**src/rtl/sram_req_arbiter_pkg.sv**
```systemverilog
// Shared owner encoding, SRAM-like size codes and the request bundle for the arbiter.
package sram_req_arbiter_pkg;

  typedef logic owner_t;
  localparam owner_t OWNER_INST = 1'b0;
  localparam owner_t OWNER_DATA = 1'b1;

  localparam logic [1:0] SIZE_B = 2'd0;
  localparam logic [1:0] SIZE_H = 2'd1;
  localparam logic [1:0] SIZE_W = 2'd2;

  typedef struct packed {
    logic        wr;
    logic [1:0]  size;
    logic [31:0] addr;
    logic [3:0]  wstrb;
    logic [31:0] wdata;
  } sram_req_t;

endpackage

```
**src/rtl/sram_req_arbiter_owner_fifo.sv**
```systemverilog
// In-order owner tracker: 1-bit FIFO, head visible combinationally, one-cycle push-to-head.
// Push is ignored when full and pop when empty; the caller gates both.
module owner_fifo
  import sram_req_arbiter_pkg::*;
#(
  parameter int DEPTH = 4
) (
  input  logic                     aclk,
  input  logic                     aresetn,
  input  logic                     push,
  input  owner_t                   push_dat,
  input  logic                     pop,
  output owner_t                   head,
  output logic [$clog2(DEPTH):0]   count,
  output logic                     full,
  output logic                     empty
);

  localparam int AW = $clog2(DEPTH);
  localparam int CW = AW + 1;

  logic [DEPTH-1:0] mem_q, mem_d;
  logic [AW-1:0]    wr_ptr_q, wr_ptr_d;
  logic [AW-1:0]    rd_ptr_q, rd_ptr_d;
  logic [CW-1:0]    cnt_q, cnt_d;
  logic             push_ok, pop_ok;

  assign full    = (cnt_q == CW'(DEPTH));
  assign empty   = (cnt_q == '0);
  assign count   = cnt_q;
  assign head    = mem_q[rd_ptr_q];
  assign push_ok = push && !full;
  assign pop_ok  = pop && !empty;

  always_comb begin
    mem_d    = mem_q;
    wr_ptr_d = wr_ptr_q;
    rd_ptr_d = rd_ptr_q;
    if (push_ok) begin
      mem_d[wr_ptr_q] = push_dat;
      wr_ptr_d        = wr_ptr_q + AW'(1);
    end
    if (pop_ok) begin
      rd_ptr_d = rd_ptr_q + AW'(1);
    end
    cnt_d = cnt_q + CW'(push_ok) - CW'(pop_ok);
  end

  always_ff @(posedge aclk or negedge aresetn) begin
    if (!aresetn) begin
      mem_q    <= '0;
      wr_ptr_q <= '0;
      rd_ptr_q <= '0;
      cnt_q    <= '0;
    end else begin
      mem_q    <= mem_d;
      wr_ptr_q <= wr_ptr_d;
      rd_ptr_q <= rd_ptr_d;
      cnt_q    <= cnt_d;
    end
  end

endmodule

```
**src/rtl/sram_req_arbiter.sv**
```systemverilog
// Inst/data to one SRAM-like port arbiter: zero-latency grant and addr_ok, responses routed in order.
// Backpressure: mem_addr_ok low locks the grant; a full tracker holds mem_req low.
module sram_req_arbiter
  import sram_req_arbiter_pkg::*;
#(
  parameter int OUTSTANDING = 4,
  parameter int MAX_STARVE  = 3
) (
  input  logic                           aclk,
  input  logic                           aresetn,
  input  logic                           inst_req,
  input  logic                           inst_wr,
  input  logic [1:0]                     inst_size,
  input  logic [31:0]                    inst_addr,
  input  logic [3:0]                     inst_wstrb,
  input  logic [31:0]                    inst_wdata,
  output logic                           inst_addr_ok,
  output logic                           inst_data_ok,
  output logic [31:0]                    inst_rdata,
  input  logic                           data_req,
  input  logic                           data_wr,
  input  logic [1:0]                     data_size,
  input  logic [31:0]                    data_addr,
  input  logic [3:0]                     data_wstrb,
  input  logic [31:0]                    data_wdata,
  output logic                           data_addr_ok,
  output logic                           data_data_ok,
  output logic [31:0]                    data_rdata,
  output logic                           mem_req,
  output logic                           mem_wr,
  output logic [1:0]                     mem_size,
  output logic [31:0]                    mem_addr,
  output logic [3:0]                     mem_wstrb,
  output logic [31:0]                    mem_wdata,
  input  logic                           mem_addr_ok,
  input  logic                           mem_data_ok,
  input  logic [31:0]                    mem_rdata,
  output logic [$clog2(OUTSTANDING):0]   outstanding,
  output logic                           err_orphan
);

  localparam int SW = $clog2(MAX_STARVE + 1);
  localparam logic [SW-1:0] STARVE_LIM = SW'(MAX_STARVE);

  logic          en_q, en_d;
  logic          lock_q, lock_d;
  owner_t        owner_q, owner_d;
  logic [SW-1:0] starve_q, starve_d;
  logic          err_q, err_d;

  sram_req_t inst_r, data_r, sel_r;
  owner_t    sel, head;
  logic      sel_req, accept, pop, fifo_full, fifo_empty;

  assign inst_r = '{wr: inst_wr, size: inst_size, addr: inst_addr, wstrb: inst_wstrb, wdata: inst_wdata};
  assign data_r = '{wr: data_wr, size: data_size, addr: data_addr, wstrb: data_wstrb, wdata: data_wdata};

  // Unlocked: data wins unless inst has been passed over MAX_STARVE times in a row.
  always_comb begin
    sel = OWNER_INST;
    if (lock_q) begin
      sel = owner_q;
    end else if (data_req && !(inst_req && starve_q == STARVE_LIM)) begin
      sel = OWNER_DATA;
    end
    sel_req = (sel == OWNER_DATA) ? data_req : inst_req;
    sel_r   = (sel == OWNER_DATA) ? data_r : inst_r;
  end

  // en_q keeps the handshakes quiet for the first cycle after reset release.
  assign mem_req      = en_q && !fifo_full && sel_req;
  assign accept       = mem_req && mem_addr_ok;
  assign inst_addr_ok = accept && (sel == OWNER_INST);
  assign data_addr_ok = accept && (sel == OWNER_DATA);

  assign mem_wr    = sel_r.wr;
  assign mem_size  = sel_r.size;
  assign mem_addr  = sel_r.addr;
  assign mem_wstrb = sel_r.wstrb;
  assign mem_wdata = sel_r.wdata;

  assign pop          = mem_data_ok && !fifo_empty;
  assign inst_data_ok = pop && (head == OWNER_INST);
  assign data_data_ok = pop && (head == OWNER_DATA);
  assign inst_rdata   = mem_rdata;
  assign data_rdata   = mem_rdata;
  assign err_orphan   = err_q;

  always_comb begin
    en_d     = 1'b1;
    lock_d   = lock_q;
    owner_d  = owner_q;
    starve_d = starve_q;
    err_d    = err_q || (mem_data_ok && fifo_empty);
    if (accept) begin
      lock_d = 1'b0;
    end else if (mem_req) begin
      lock_d  = 1'b1;
      owner_d = sel;
    end
    if (!inst_req || (accept && sel == OWNER_INST)) begin
      starve_d = '0;
    end else if (accept && starve_q != STARVE_LIM) begin
      starve_d = starve_q + SW'(1);
    end
  end

  always_ff @(posedge aclk or negedge aresetn) begin
    if (!aresetn) begin
      en_q     <= 1'b0;
      lock_q   <= 1'b0;
      owner_q  <= OWNER_INST;
      starve_q <= '0;
      err_q    <= 1'b0;
    end else begin
      en_q     <= en_d;
      lock_q   <= lock_d;
      owner_q  <= owner_d;
      starve_q <= starve_d;
      err_q    <= err_d;
    end
  end

  owner_fifo #(
    .DEPTH (OUTSTANDING)
  ) u_owner_fifo (
    .aclk     (aclk),
    .aresetn  (aresetn),
    .push     (accept),
    .push_dat (sel),
    .pop      (pop),
    .head     (head),
    .count    (outstanding),
    .full     (fifo_full),
    .empty    (fifo_empty)
  );

endmodule

```
**config.mk**
```make
export PLATFORM = sky130hd
export DESIGN_NAME = sram_req_arbiter
export DESIGN_NICKNAME = d
export VERILOG_FILES = /design/src/rtl/sram_req_arbiter_pkg.sv /design/src/rtl/sram_req_arbiter_owner_fifo.sv /design/src/rtl/sram_req_arbiter.sv
export SDC_FILE = /design/constraint.sdc
export NUM_CORES = 1
export LEC_CHECK = 0
export ABC_AREA = 1
export CAP_MARGIN = 25
export CELL_PAD_IN_SITES_DETAIL_PLACEMENT = 0
export CELL_PAD_IN_SITES_GLOBAL_PLACEMENT = 1
export CORE_MARGIN = 2
export CORE_UTILIZATION = 15
export DETAILED_ROUTE_END_ITERATION = 8
export GPL_ROUTABILITY_DRIVEN = 0
export PLACE_DENSITY_LB_ADDON = 0.12
export SLEW_MARGIN = 20
export SYNTH_ARGS = -nofsm -noshare
export SYNTH_HDL_FRONTEND = slang
export SYNTH_SLANG_ARGS = --single-unit
```
**constraint.sdc**
```tcl
create_clock -name aclk -period 2.81 [get_ports aclk]
set_input_delay 0.562 -clock aclk [delete_from_list [all_inputs] [get_ports aclk]]
set_output_delay 0.562 -clock aclk [all_outputs]
set_load 0.05 [all_outputs]
```
**Word-level counts from Yosys, hierarchy flattened**

Index checks and enable logic that the tools add are counted.

- Eq/ne operators: 3
- Reduce and logical (&&, ||, !) cells: 25
- Order comparisons: 3
- Muxes and demuxes: 13
- Bitwise logic cells: 3
- Add/sub/neg operators: 5

Operators with widths:

| kind | count |
|---|---|
| 71-bit two-way mux | 1 |
| 1-bit logical AND | 15 |
| 1-bit two-way mux | 7 |
| 2-bit by 1-bit adder with 2-bit output, second input constant | 3 |
| 2-bit by 3-bit less-than comparator with 1-bit output, second input constant | 2 |
| 4-bit bitwise mux | 1 |
| 1-bit logical NOT | 4 |
| 2-bit two-way mux | 2 |
| 2-bit nonzero test | 2 |
| 3-bit by 1-bit adder with 3-bit output | 1 |
| 3-bit equality test, second input constant | 1 |
| 3-bit logical NOT | 1 |
| 1-bit NOT | 3 |
| 3-bit by 1-bit subtractor with 3-bit output | 1 |
| 1-bit binary-select mux with 2-bit select | 1 |
| 1-bit demux with 2-bit select | 1 |
| 2-bit equality test, second input constant | 1 |
| 2-bit by 1-bit greater-or-equal comparator with 1-bit output, second input constant | 1 |
| 1-bit logical OR | 2 |
| 2-bit inequality test, second input constant | 1 |
| 2-bit AND reduction | 1 |

- Flip-flop bits (word level): 17

**Longest topological paths before layout**

Gate-level depths: netlist of run 1.

- Depth after elaboration: 12
- Gate-level depth with buffers: 9

**Cells and area by module**

From an unflattened synthesis of run 1, not the netlist that was laid out.

- Cell total of the unflattened synthesis: 421
- Area, all modules: 2396.0 sq um

By module, submodules not included:

| module | area each (sq um) | times used | seq. area each (sq um) | cells each |
|---|---|---|---|---|
| sram_req_arbiter | 1742.9 | 1 | 150.1 | 343 |
| owner_fifo | 653.1 | 1 | 275.3 | 78 |

**Worst setup path after synthesis of run 1**

No wires, ideal clock.

- Path kind: register -> output
- From: register u_owner_fifo.cnt_q[1] (netlist: u_owner_fifo.count[1])
- To: output data_addr_ok
- Path buffers: 0
- Data arrival time: 1.827 ns
- Cell stages (with the launch flop): 7
- Setup slack: 0.421 ns
- Data required time: 2.248 ns
- Cell sequence: dfrtp_1 -> nor2_2 -> nand2_2 -> nand2_2 -> nor2_4 -> nand3_4 -> nor2_1

- Longest elaborated chain between the ends: 6

Ends and longest elaborated chain:

| item | line | text |
|---|---|---|
| from (decl) | sram_req_arbiter_owner_fifo.sv:25 | `logic [CW-1:0] cnt_q, cnt_d;` |
| from (signal assigned) | sram_req_arbiter_owner_fifo.sv:59 | `cnt_q <= cnt_d;` |
| 3-bit equality test | sram_req_arbiter_owner_fifo.sv:28 | `assign full = (cnt_q == CW'(DEPTH));` |
| 1-bit logical NOT | sram_req_arbiter.sv:71 | `assign mem_req = en_q && !fifo_full && sel_req;` |
| 1-bit logical AND (2 in series) | sram_req_arbiter.sv:71 |  |
| 1-bit logical AND | sram_req_arbiter.sv:72 | `assign accept = mem_req && mem_addr_ok;` |
| 1-bit logical AND | sram_req_arbiter.sv:74 | `assign data_addr_ok = accept && (sel == OWNER_DATA);` |
| to (decl) | sram_req_arbiter.sv:26 | `output logic data_addr_ok,` |

No other way between the ends.

**Final worst setup path of run 1**

- From: input data_req
- To: output mem_addr[14]

- Longest elaborated chain between the ends: 4

Ends and longest elaborated chain:

| item | line | text |
|---|---|---|
| from (decl) | sram_req_arbiter.sv:20 | `input logic data_req,` |
| 1-bit logical AND | sram_req_arbiter.sv:63 | `end else if (data_req && !(inst_req && starve_q == STARVE_LIM)) begin` |
| 1-bit two-way mux | sram_req_arbiter.sv:63 |  |
| 1-bit two-way mux | sram_req_arbiter.sv:61 | `if (lock_q) begin` |
| 71-bit two-way mux | sram_req_arbiter.sv:67 | `sel_r = (sel == OWNER_DATA) ? data_r : inst_r;` |
| to (decl) | sram_req_arbiter.sv:32 | `output logic [31:0] mem_addr,` |

No other way between the ends.

==> results.cfg, run 1 <==
[outcome]
status = finished clean

[global_route]
grt_pass1_vias = 2792
grt_pass1_wl_um = 14400
grt_max_degree = 40
gr-total-overflow = 0
grt_use_total = 0.111
antenna_found_initial = 0

[die]
start_util = 0.154
io_pins = 324
rows = 45
die_w_um = 129
die_h_um = 129
die-area_um2 = 16600
coreArea_um2 = 15200

[clock_tree]
clock-sinks = 17
cts_tree = done
cts_resized = 0
clk_latency_ps = 250
path_clk_slew_ps = 50
clk_path_buf_depth = 2
cts_setup_buffers = 0
ctsHtreeMaxLevel = 1
clock-root-buffer = clkbuf_16
holdBufCountCts = 0
cts_buffers = 3

[route]
drc = 0
detail_route.iter0.violations = 48
via_per_inst = 3.80
num_vias = 2861
avgRoutedWirePerCell_um = 13.6
firstDrtPassIters = 4
drtAntennaViolNets = 0
wl_um = 10200

[pwr]
finalPower_mw = 7.39
p_leak_nw = 2.53
peakVddDrop_v = 0.000432
powerDensity_nw_per_um2 = 1420

[worst_hold_path]
hold_path.class = register to register

[yosys]
syn_nets = 595
yosysWarnings = 0
syn_avg_cell_area_um2 = 5.75
synth_seq_cells = 17
synth_cell_type_count = 28
seq_area_frac_synth = 0.182
syn_inst = 407
syn-cell-area_um2 = 2340

[worst_setup_path]
r2r_start = starve_q[0]
arrival_ps = 2020
cp_data_required_time_ps = 2250
cp-start-kind = input port
setup.worst_path.start = data_req
critPathBufInv = 4
r2r_cells = 9
regToRegSetupSlack_ps = 740
slowest_stage = clkdlybuf4s50_1
crit_path_frequent_cell = nand2_1
reg2reg_to = u_owner_fifo.count[2]
crit_fanout = 33
crit_end = mem_addr[14]
crit_type = input port to output port
cp-end-kind = output port
path_cells = clkdlybuf4s50_1 > nand2_1 > nand2_1 > nand2_2 > inv_2 > buf_12 > nand2_1 > nand2_1 > buf_12
cp.depth = 9
slowest_delay_ps = 500
cp_top_family = buffers and inverters

[final_layout]
stdcell_count = 753
drive_gt1_frac = 0.177
layout.nets = 754
layout_commonest_cell = nand2_1
final_area_um2 = 5200
final_cell_mix = nand2_1 (238), clkdlybuf4s50_1 (151), buf_12 (79), inv_1 (22), dfrtp_1 (17)
area_delta_synth_final_pct = 122
antennaDiodeCount = 0
fill_cells = 1611

[flow_run]
cap_violations = 0

[placed_design]
pre_cts_slack_ps = 219
port_buffers = 227
dpl-instance-area_um2 = 5120
placed_cells = 749
dp_hpwl_um = 8810

[sta]
setup-tns-final_ps = 0
grt_setup_unrepaired = false
setup_viol_count_final = 0
report.final.slew_viol_count = 0
period_needed_ps = 2580
finalCritPeriodShare = 0.919
skew_ps = 2.36
fin_ws_ps = 229
hold_violations = 0
max_freq_mhz = 387
worst_pin_slew_ps = 822
slew_headroom = 0.451
per-stage QoR:
stage,util,hold WS [ps]
finish,0.342,486
global route,0.342,498
global placement,0.337,453
detailed placement,0.337,470
CTS,0.342,487
floorplan,-,266
Yosys cell counts (all sizes together):
cell      n  area share
a31oi     1      0.0027
xnor2     1      0.0037
nand2   244        0.40
nand3     3       0.014
and2      1      0.0027
nand4     1      0.0027
clkinv    1      0.0037
nor2     15       0.029
a22oi     1      0.0032
fa        1      0.0086
inv      23       0.037
a21oi     1      0.0021
a31o      1      0.0037
buf      79        0.24
o21ai     6       0.013
ha        7       0.037
dfrtp    17        0.18
conb      1      0.0016
xor2      3       0.011
state kept, by name (all words and copies together), names as in the netlist, 2 cells and up:
register and cells:
u_owner_fifo.wr_ptr_q 2, u_owner_fifo.count 3, starve_q 2, u_owner_fifo.rd_ptr_q 2, u_owner_fifo.mem_q 4
layer usage:
layer | wire, µm | global-route usage
met1 | 3360 | 0.106
met2 | 5500 | 0.220
met3 | 1230 | 0.0466
met4 | 157 | 0.0237
met5 | 0 | 0
cell type report:
class,instances,area [µm²],area share
well taps,188,235,0.0452
clock inverters,1,5.00,0.000962
multi-input cells,287,1250,0.240
flip-flops and latches,17,425,0.0818
inverters,24,95.1,0.0183
clock buffers,3,75.1,0.0144
repair buffers,233,3120,0.599
how the worst min path moves through the flow:
stage / cells after the start / endpoint / start
after floorplan: 0 / en_q / aresetn
after global placement: 1 / err_orphan / err_orphan
after detailed placement: 1 / err_orphan / err_orphan
after CTS: 1 / err_orphan / err_orphan
after global routing: 1 / err_orphan / err_orphan
final: 1 / err_orphan / err_orphan
kinds of logic (layout without fill, tap and decap cells):
group / count (synthesis) / in the layout / share of synthesized area
and+or+nand+nor: 264 / 264 / 0.446
buffers and inverters: 103 / 261 / 0.285
DFF: 17 / 17 / 0.182
AOI/OAI and AO/OA: 10 / 10 / 0.0246
adders and majority gates: 8 / 8 / 0.0460
xor gates and xnor gates: 4 / 4 / 0.0150
other: 1 / 1 / 0.00160
where the power goes:
part | total (mW) | internal [mW] | switching (mW)
clock network | 0.286 | 0.190 | 0.0954
logic | 6.66 | 2.87 | 3.79
registers | 0.438 | 0.355 | 0.0833
Power figures use the tool's default switching activity.
==> run 2: changes to the inputs <==
- MAX_ROUTING_LAYER: default -> met4
- TNS_END_PERCENT: default -> 30
==> results.cfg, run 2 (synthesized netlist as in run 1, its figures left out) <==
[outcome]
status = finished clean

[route]
via_per_inst = 3.79
num_vias = 2854
drc = 0
avgRoutedWirePerCell_um = 13.6
detail_route.iter0.violations = 75
drtAntennaViolNets = 0
wl_um = 10300
firstDrtPassIters = 4

[sta]
report.final.slew_viol_count = 0
hold_violations = 0
setup-tns-final_ps = 0
worst_pin_slew_ps = 824
slew_headroom = 0.449
setup_viol_count_final = 0
finalCritPeriodShare = 0.919
grt_setup_unrepaired = false
period_needed_ps = 2580
timing.hold.ws_ps = 486
skew_ps = 2.43
max_freq_mhz = 387

[placed_design]
placed_cells = 749
dp_hpwl_um = 8810
port_buffers = 227

[worst_setup_path]
r2r_start = starve_q[0]
crit_type = input port to output port
reg2reg_to = u_owner_fifo.count[2]
arrival_ps = 2020
cp-end-kind = output port
cp_data_required_time_ps = 2250
crit_fanout = 33
r2r_cells = 9
regToRegSetupSlack_ps = 750
cp-start-kind = input port

[pwr]
peakVddDrop_v = 0.000431
powerDensity_nw_per_um2 = 1420
finalPower_mw = 7.39
p_leak_nw = 2.53

[clock_tree]
cts_tree = done
cts_resized = 0
cts_setup_buffers = 0
clk_latency_ps = 250
clock-sinks = 17
ctsHtreeMaxLevel = 1
path_clk_slew_ps = 50
cts_buffers = 3
clk_path_buf_depth = 2
holdBufCountCts = 0
clock-root-buffer = clkbuf_16

[die]
coreArea_um2 = 15200
die_h_um = 129
rows = 45
io_pins = 324
die-area_um2 = 16600
start_util = 0.154
die_w_um = 129

[flow_run]
cap_violations = 0

[final_layout]
stdcell_count = 753
layout_commonest_cell = nand2_1
final_util = 0.342
layout.nets = 754
drive_gt1_frac = 0.177
final_cell_mix = nand2_1 (238), clkdlybuf4s50_1 (151), buf_12 (79), inv_1 (22), dfrtp_1 (17)
largest_reg_flops = 4
seqCellArea_um2 = 425
antennaDiodeCount = 0
fill_cells = 1611
multi_input_comb_area_um2 = 1250
area_delta_synth_final_pct = 122
regMostFlops = u_owner_fifo.mem_q

[global_route]
antenna_found_initial = 0
grt_max_degree = 40
gr-total-overflow = 0
grt_use_total = 0.115
grt_pass1_wl_um = 14400
grt_pass1_vias = 2797

[worst_hold_path]
hold_end = err_orphan
min_delay_path_depth = 1
hold_path.class = register to register
hold_start = err_orphan
==> run 2: cell counts in the layout (fill, tap and decap cells not counted) <==
No cell type changed its count.
==> run 2: stage by stage <==
step	cell area, µm²	setup slack, ps
after floorplan	2340	421
after global placement	5120	249
after detailed placement	5120	219
after CTS	5200	210
after global routing	5200	126
final	5200	228
==> run 2: how the worst max path moves through the flow <==
stage	slack, ps	endpoint	cells past startpoint	start
3_3_place_gp	250	mem_addr[23]	9	data_req
6_report	230	mem_addr[14]	9	data_req
5_1_grt	130	mem_addr[9]	9	data_req
3_5_place_dp	220	mem_addr[14]	9	data_req
2_1_floorplan	420	data_addr_ok	6	u_owner_fifo.count[1]
4_1_cts	210	mem_addr[14]	9	data_req
==> run 2: power by group <==
part           internal, mW  switching (mW)  total [mW]
logic                  2.87            3.80        6.67
registers             0.355          0.0832       0.438
clock network         0.190          0.0964       0.287
==> run 2: cell type report <==
| cell class | count | area share |
|---|---|---|
| Clock buffer | 3 | 0.0144 |
| Sequential cell | 17 | 0.0818 |
| Tap cell | 188 | 0.0452 |
| Clock inverter | 1 | 0.000962 |
| Multi-Input combinational cell | 287 | 0.240 |
| Timing Repair Buffer | 233 | 0.599 |
| Inverter | 24 | 0.0183 |
==> run 2: worst max-delay path, cell delays in order <==
cell	delay (ps)
clkdlybuf4s50_1	500
nand2_1	60
nand2_1	70
nand2_2	100
inv_2	140
buf_12	200
nand2_1	80
nand2_1	120
buf_12	150
==> run 2: routing by layer <==
metal	vias up	track usage	wire length, µm
li1	1457	-	-
met1	1199	0.114	3560
met2	177	0.221	5490
met3	21	0.0341	1040
met4	0	0.0237	170
met5	-	-	0
==> run 3: changes to the inputs <==
- SLEW_MARGIN: 20 -> 5
==> results of run 3 <==
No change in the layout: final DEF, timing and power equal those of run 2.
